===== src/rtl/ahb_slave_if.sv =====
// AHB slave front end of the AHB-to-APB bridge: qualifies and decodes transfers,
// pipelines address/data/direction and generates the two-cycle ERROR response.
module ahb_slave_if #(
  parameter logic [31:0] SLV0_BASE = 32'h8000_0000,
  parameter logic [31:0] SLV1_BASE = 32'h8400_0000,
  parameter logic [31:0] SLV2_BASE = 32'h8800_0000,
  parameter logic [31:0] SLV_MASK  = 32'hFC00_0000,
  parameter int          CNT_W     = 16
) (
  input  logic             Hclk,
  input  logic             Hreset,
  input  logic             Hwrite,
  input  logic             Hreadyin,
  input  logic [1:0]       Htrans,
  input  logic [31:0]      Haddr,
  input  logic [31:0]      Hwdata,
  input  logic             Hready_bridge,
  input  logic [31:0]      Prdata,
  output logic             valid,
  output logic [2:0]       tempselx,
  output logic [31:0]      Haddr1,
  output logic [31:0]      Haddr2,
  output logic [31:0]      Hwdata1,
  output logic [31:0]      Hwdata2,
  output logic             Hwrite_reg,
  output logic             Hwrite_reg1,
  output logic             Hreadyout,
  output logic [1:0]       Hresp,
  output logic [31:0]      Hrdata,
  output logic [CNT_W-1:0] xfer_count,
  output logic [7:0]       err_count
);

  localparam logic [1:0] TR_NONSEQ = 2'b10;
  localparam logic [1:0] TR_SEQ    = 2'b11;
  localparam logic [1:0] RESP_OKAY = 2'b00;
  localparam logic [1:0] RESP_ERR  = 2'b01;

  typedef enum logic [1:0] {S_OKAY, S_ERR1, S_ERR2} state_t;

  state_t r_state;
  state_t w_next;
  logic   w_active;
  logic   w_unmapped;

  assign w_active   = Hreadyin & ((Htrans == TR_NONSEQ) | (Htrans == TR_SEQ));
  assign w_unmapped = (tempselx == 3'b000);

  // NOTE: every signal driven from always_comb gets a default first, so no latch is inferred.
  always_comb begin
    tempselx = 3'b000;
    if      ((Haddr & SLV_MASK) == SLV0_BASE) tempselx = 3'b001;
    else if ((Haddr & SLV_MASK) == SLV1_BASE) tempselx = 3'b010;
    else if ((Haddr & SLV_MASK) == SLV2_BASE) tempselx = 3'b100;
  end

  assign valid  = w_active & ~w_unmapped & (r_state == S_OKAY);
  assign Hrdata = Prdata;

  // NOTE: sequential state uses non-blocking assignments so all registers update together.
  always_ff @(posedge Hclk or posedge Hreset) begin
    if (Hreset) r_state <= S_OKAY;
    else        r_state <= w_next;
  end

  // Error path is taken regardless of Hready_bridge; S_ERR2 ignores new transfers.
  always_comb begin
    w_next = r_state;
    case (r_state)
      S_OKAY:  if (w_active && w_unmapped) w_next = S_ERR1;
      S_ERR1:  w_next = S_ERR2;
      S_ERR2:  w_next = S_OKAY;
      default: w_next = S_OKAY;
    endcase
  end

  always_comb begin
    Hreadyout = Hready_bridge;
    Hresp     = RESP_OKAY;
    case (r_state)
      S_ERR1: begin
        Hreadyout = 1'b0;
        Hresp     = RESP_ERR;
      end
      S_ERR2: begin
        Hreadyout = 1'b1;
        Hresp     = RESP_ERR;
      end
      default: ;
    endcase
  end

  // Write data trails its address by one cycle, so Hwdata1 lines up with Haddr2.
  always_ff @(posedge Hclk or posedge Hreset) begin
    if (Hreset) begin
      Haddr1      <= '0;
      Haddr2      <= '0;
      Hwdata1     <= '0;
      Hwdata2     <= '0;
      Hwrite_reg  <= 1'b0;
      Hwrite_reg1 <= 1'b0;
    end else if (Hreadyin) begin
      Haddr1      <= Haddr;
      Haddr2      <= Haddr1;
      Hwdata1     <= Hwdata;
      Hwdata2     <= Hwdata1;
      Hwrite_reg  <= Hwrite;
      Hwrite_reg1 <= Hwrite_reg;
    end
  end

  // Transfer count wraps; error count saturates.
  always_ff @(posedge Hclk or posedge Hreset) begin
    if (Hreset) begin
      xfer_count <= '0;
      err_count  <= '0;
    end else begin
      if (valid && Hreadyout) xfer_count <= xfer_count + 1'b1;
      if ((r_state == S_OKAY) && (w_next == S_ERR1) && (err_count != 8'hFF))
        err_count <= err_count + 1'b1;
    end
  end

endmodule

===== config.mk =====
export PLATFORM = sky130hd
export DESIGN_NAME = ahb_slave_if
export DESIGN_NICKNAME = d
export VERILOG_FILES = /design/src/rtl/ahb_slave_if.sv
export SDC_FILE = /design/constraint.sdc
export NUM_CORES = 1
export LEC_CHECK = 0
export CAP_MARGIN = 40
export CORE_MARGIN = 10
export CORE_UTILIZATION = 45
export CTS_CLUSTER_SIZE = 28
export DETAILED_ROUTE_END_ITERATION = 6
export MAX_ROUTING_LAYER = met4
export PLACE_DENSITY = 0.86
export SYNTH_ARGS = -nofsm -noshare
export SYNTH_HDL_FRONTEND = slang
export SYNTH_SLANG_ARGS = --single-unit

===== constraint.sdc =====
create_clock -name Hclk -period 16.84 [get_ports Hclk]
set_input_delay 5.052 -clock Hclk [delete_from_list [all_inputs] [get_ports Hclk]]
set_output_delay 5.052 -clock Hclk [all_outputs]
set_load 0.005 [all_outputs]

==> run summary, run 1 <==
Hold/Removal Path Class: flip-flop to flip-flop
Crit. End Element: output pin
Worst EP required: 11.79 ns
CTS resizes: 0
hold_buf cts: 0
CTS H-tree lvls: 4
FF-to-FF End: err_count[1]
initial antenna violation count: 0
crit path to: valid
cts bufs inserted: 17
synthesized area per cell: 14.86 um^2
clock slew at reported path FFs: 0.05 ns
crit path from: Haddr[29]
IO Pins: 296
detailed-route via count: 4,171
Slew Viols, Final: 0
Initial Util: 45.95%
Iter 0 DRT Violations: 176
setup TNS: 0 ns
total power: 1.093 mW
Worst Skew: 0.005029 ns
DRT antenna net count: 0
DR vias/cell: 5.056
#FFs+latches synth: 156
Pwr per Cell Area: 117.7 nW/um^2
die area: 19,400 um^2
final hold vios: 0
number of global-route vias before repair: 4,651
Cell Area, Synth: 6404 um^2
total setup buffers inserted after CTS: 0
pre-CTS setup slack: 4.835 ns
share of layout cells above drive strength 1: 26.98%
Pre-antenna DRT Iters: 4
ant diodes: 0
Reg2Reg Depth: 6
Residual DRC: 0
layout net count: 741
gr ovfl total: 0
worst-margin pin slew: 0.6454 ns
RD Place Congestion: 0.7879
RSZ-0062 raised after global routing: no
Critical Path AT: 6.96 ns
crit path time final: 12.02 ns
P&R area growth vs syn: 44.98%
CTS max path bufs: 2
Routed wire per std cell: 19.32 um
IO Port Bufs: 229
Rows: 43
Final Hold Slack: 0.5043 ns
first-pass GRT wire length: 25,540 um
Setup CP Type: primary input to output pin
Detail Placement HPWL: 12,180 um
WL final: 15,940 um
Syn Inst Count: 431
reg-to-reg slack, setup: 14.78 ns
CTS Root Cell: clkbuf_16
Final Core Density: 66.62%
max frequency: 83.22 MHz
largest net degree at the start of global routing: 76
Tot GR Track Use: 16.94%
worst vdd ir: 0.00007030 V
clk sinks: 156
Slew headroom: 56.98%
syn_nets: 539
Seq/Total Area, Yosys: 60.96%
TritonCTS clock tree: done
Max-cap violations: 0
final worst setup slack: 4.824 ns
worst reg2reg startpoint: r_state[0]
# setup viols final: 0
Final period util: 71.35%
die height: 139.3 um
core area: 13,930 um^2
post-synthesis cell type count: 32
status: finished clean
clk_lat worst skew: 0.41 ns
die width: 139.3 um
Filler cells: 971
Pleak: 3.918 nW
crit path max fanout: 5
Yosys warnings: 0
startpoint types: primary input
## cell usage in the layout (no fill, tap or decap), types with 2 or more instances in the layout
master,netlist,final
nand4_1,9,9
ha_1,5,5
dfrtp_1,156,156
mux2_2,133,133
nor3b_1,2,2
clkbuf_8,0,2
xor2_1,17,17
clkdlybuf4s50_1,0,228
nor4_2,2,2
nor3_1,3,3
clkbuf_1,14,5
bufinv_16,0,4
clkinv_2,0,2
nor4b_1,2,2
inv_1,4,3
xnor2_1,5,5
and4_1,3,3
nor3_4,2,2
nor2_1,8,8
nor4_1,2,2
nand2_1,10,10
clkbuf_16,0,17
nand3_1,7,7
buf_4,33,3
buf_16,0,2
## where the power goes
| part | total (mW) | switching (mW) | internal (mW) |
|---|---|---|---|
| registers | 0.463 | 0.0376 | 0.426 |
| logic | 0.236 | 0.0838 | 0.152 |
| clock network | 0.393 | 0.139 | 0.255 |
| total | 1.09 | 0.260 | 0.833 |
## Yosys cell counts
library cell	n	area, um^2
or2_2	1	6.260
and2_1	1	6.260
and3_1	1	6.260
nor2_1	8	30.03
a22o_1	1	8.760
and4_1	3	26.28
mux2_2	133	1498
buf_1	2	7.510
nor3_1	3	15.01
nor3_4	2	32.53
nor3b_1	2	15.01
a21boi_0	1	7.510
a211oi_2	1	12.51
nor4b_1	2	17.52
nand2_1	10	37.54
xor2_1	17	148.9
or4b_4	1	13.76
nor4_1	2	12.51
nand4_1	9	56.30
nand4bb_4	1	27.53
conb_1	1	3.750
nand3_1	7	35.03
buf_6	1	11.26
ha_1	5	62.56
buf_4	33	247.7
dfrtp_1	156	3904
nor3_2	1	10.01
inv_1	4	15.01
a22oi_1	1	7.510
nor4_2	2	25.02
xnor2_1	5	43.79
clkbuf_1	14	52.55
## per-stage QoR
stage                     cells  cell area (um^2)
final                       825              9284
after detailed placement    794              8675
after global routing        825              9284
after floorplan             431              6404
after global placement      792              8620
after CTS                   825              9284
## final cells by class
class                   count  area, um^2  share of cell area [%]
clock buffers              24       471.7                   5.081
clock inverters             7       137.6                   1.482
inverters                   4       20.02                  0.2156
multi-input cells         221        2166                   23.33
flip-flops and latches    156        3904                   42.05
well taps                 180       225.2                   2.426
repair buffers            233        2360                   25.42
## how the worst min path moves through the flow
| stage | slack [ns] | start | to | cells past startpoint |
|---|---|---|---|---|
| detailed placement | 0.49 | xfer_count[2] | xfer_count[2] | 1 |
| floorplan | 0.46 | xfer_count[15] | xfer_count[15] | 1 |
| CTS | 0.51 | Hwdata2[30] | Hwdata2[30] | 1 |
| finish | 0.50 | Haddr2[5] | Haddr2[5] | 1 |
| global route | 0.52 | Haddr2[7] | Haddr2[7] | 1 |
| global placement | 0.46 | xfer_count[15] | xfer_count[15] | 1 |
## worst max-delay path: stages
cell and delay [ns]:
clkdlybuf4s50_1 0.46, or4b_4 0.60, a211oi_2 0.28, clkdlybuf4s50_1 0.57
## kinds of logic (layout without fill, tap and decap cells)
group / after synthesis / count (layout) / share of synthesized area (%)
xor+xnor: 22 / 22 / 3.009
simple gates: 56 / 56 / 5.823
other cells: 1 / 1 / 0.05856
flops: 156 / 156 / 60.96
buf+inv: 54 / 268 / 5.217
fa+ha+maj: 5 / 5 / 0.9769
compound gates: 4 / 4 / 0.5667
mux: 133 / 133 / 23.39
## layer usage
metal  up-vias  GRT usage (%)  part of all wire [%]
li1       1887              -                     -
met1      2068          17.51                    38
met2       163          28.29                    52
met3        53          5.410                   6.9
met4         0          9.006                   3.5
met5         -              -                     0
(Power assumes the default switching activity.)
==> run 2, diff against run 1 <==
--- a/config.mk
+++ b/config.mk
@@ -7,11 +7,11 @@
 export LEC_CHECK = 0
 export CAP_MARGIN = 40
 export CORE_MARGIN = 10
-export CORE_UTILIZATION = 45
+export CORE_UTILIZATION = 42
 export CTS_CLUSTER_SIZE = 28
 export DETAILED_ROUTE_END_ITERATION = 6
 export MAX_ROUTING_LAYER = met4
-export PLACE_DENSITY = 0.86
+export PLACE_DENSITY = 0.81
 export SYNTH_ARGS = -nofsm -noshare
 export SYNTH_HDL_FRONTEND = slang
 export SYNTH_SLANG_ARGS = --single-unit
==> constraint.sdc (replaced) <==
create_clock -name Hclk -period 11.4 [get_ports Hclk]
set_input_delay 3.42 -clock Hclk [delete_from_list [all_inputs] [get_ports Hclk]]
set_output_delay 3.42 -clock Hclk [all_outputs]
set_load 0.005 [all_outputs]
==> run 2 against run 1 <==
First-iteration DRC count down 17%. Cell count up 0.97%. Sequential power up 48%. Clock skew up 0.0032 ns. Critical path type unchanged. Largest cell class unchanged.
==> run summary, run 2 (synthesis results as in run 1) <==
crit path time final: 8.731 ns
clk sinks: 156 (unchanged)
DR vias/cell: 4.959 (was 5.056)
Residual DRC: 0 (unchanged)
commonest non-fill, non-tap cell in the layout: clkdlybuf4s50_1 (unchanged)
Hold/Removal Path Class: flip-flop to flip-flop (unchanged)
CTS H-tree lvls: 4 (unchanged)
CTS max path bufs: 2 (unchanged)
cell family with most CP delay: buffers and inverters (unchanged)
Critical Path AT: 5.31 ns (was 6.96 ns)
worst vdd ir: 0.0001252 V (was 0.00007030 V)
Critical Path, Cell by Cell: clkdlybuf4s50_1, or4b_4, a211oi_2, clkdlybuf4s50_1 (unchanged)
startpoint types: primary input (unchanged)
P&R area growth vs syn: 45.04% (was 44.98%)
Pwr per Cell Area: 174.4 nW/um^2 (was 117.7 nW/um^2)
detailed-route via count: 4,131 (was 4,171)
status: finished clean (unchanged)
Slew headroom: 44.02% (was 56.98%)
Placed Instances: 801 (was 794)
die width: 143.5 um (was 139.3 um)
Finished Layout Cells: 833 (was 825)
Bufs and invs on worst path: 2 (unchanged)
Pre-antenna DRT Iters: 4 (unchanged)
reg-to-reg slack, setup: 9.33 ns (was 14.78 ns)
Iter 0 DRT Violations: 146 (was 176)
cts bufs inserted: 17 (unchanged)
RSZ-0062 raised after global routing: no (unchanged)
max incr delay on CP: 0.59 ns (was 0.60 ns)
Rows: 45 (was 43)
CTS Root Cell: clkbuf_16 (unchanged)
setup TNS: 0 ns (unchanged)
IO Pins: 296 (unchanged)
Pleak: 3.918 nW (about the same)
DRT antenna net count: 0 (unchanged)
Final period util: 76.59%
Setup CP Type: primary input to output pin (unchanged)
share of layout cells above drive strength 1: 27.75% (was 26.98%)
number of global-route vias before repair: 4,552 (was 4,651)
ant diodes: 0 (unchanged)
slowest cell on the critical path: or4b_4 (unchanged)
Worst Skew: 0.008242 ns (was 0.005029 ns)
first-pass GRT wire length: 24,990 um (was 25,540 um)
crit path max fanout: 5 (unchanged)
total power: 1.619 mW (was 1.093 mW)
Filler cells: 1,166 (was 971)
Worst EP required: 7.98 ns (was 11.79 ns)
initial antenna violation count: 0 (unchanged)
layout net count: 740 (was 741)
hold_buf cts: 0 (unchanged)
die area: 20,590 um^2 (was 19,400 um^2)
max frequency: 114.5 MHz
total setup buffers inserted after CTS: 0 (unchanged)
WL final: 16,000 um (was 15,940 um)
most used cell along the critical path: clkdlybuf4s50_1 (unchanged)
TritonCTS clock tree: done (unchanged)
core area: 15,090 um^2 (was 13,930 um^2)
gr ovfl total: 0 (unchanged)
IO Port Bufs: 229 (unchanged)
CTS resizes: 0 (unchanged)
Tot GR Track Use: 16.04% (was 16.94%)
clock slew at reported path FFs: 0.06 ns (was 0.05 ns)
Crit. End Element: output pin (unchanged)
die height: 143.5 um (was 139.3 um)
Slew Viols, Final: 0 (unchanged)
Max-cap violations: 0 (unchanged)
commonest cells after routing, fill and taps aside: clkdlybuf4s50_1 (228), dfrtp_1 (156), mux2_2 (133) (unchanged)
worst-margin pin slew: 0.8398 ns (was 0.6454 ns)
Detail Placement HPWL: 12,010 um (was 12,180 um)
clk_lat worst skew: 0.41 ns (about the same)
final hold vios: 0 (unchanged)
# setup viols final: 0 (unchanged)
largest net degree at the start of global routing: 96 (was 76)
Routed wire per std cell: 19.21 um (was 19.32 um)
RD Place Congestion: 0.7858 (was 0.7879)
Initial Util: 42.44% (was 45.95%)
-- run 2: cell types whose count changed in the layout (fill, tap and decap cells not counted) --
cell and delta:
buf_16 -1, bufinv_16 -1, clkbuf_1 -5, clkbuf_8 +1
clkinv_2 -1, clkinv_4 +7
-- run 2: final cells by class --
type | count | area (um^2) | area share [%]
Inverter | 4 | 20.02 | 0.2155
Timing Repair Buffer | 232 | 2332 | 25.11
Clock inverter | 12 | 163.9 | 1.765
Multi-Input combinational cell | 221 | 2166 | 23.32
Tap cell | 188 | 235.2 | 2.533
Sequential cell | 156 | 3904 | 42.03
Clock buffer | 20 | 466.7 | 5.025
-- run 2: final timing paths --
check / startpoint / cells past startpoint / to
min reg2reg: xfer_count[15] / 1 / xfer_count[15]
max reg2reg: r_state[0] / 6 / err_count[1]
min: xfer_count[15] / 1 / xfer_count[15]
min in group asynchronous: Hreset / 2 / err_count[1]
max: Haddr[29] / 4 / valid
max in group asynchronous: Hreset / 3 / Haddr2[24]
-- run 2: metal layers --
layer  vias to the layer above  track usage, %  part of all wire [%]
li1                       1882               -                     -
met1                      2060           16.53                    37
met2                       144           26.90                    52
met3                        45           6.436                   9.1
met4                         0           6.448                   2.4
met5                         -               -                     0
-- run 2: report_power, final --
group	switching [mW]	internal, mW
clock	0.226	0.364
combinational	0.121	0.223
sequential	0.0557	0.629
total	0.403	1.22
-- run 2: per-stage QoR --
stage / cell area [um^2] / setup slack, ns / hold slack (ns) / util [%]
2_1_floorplan: 6404 / 3.731 / 0.4647 / -
3_3_place_gp: 8630 / 2.699 / 0.4592 / 57.19
3_5_place_dp: 8657 / 2.678 / 0.4735 / 57.37
4_1_cts: 9288 / 2.670 / 0.4818 / 61.55
5_1_grt: 9288 / 2.624 / 0.5081 / 61.55
6_report: 9288 / 2.669 / 0.4768 / 61.55
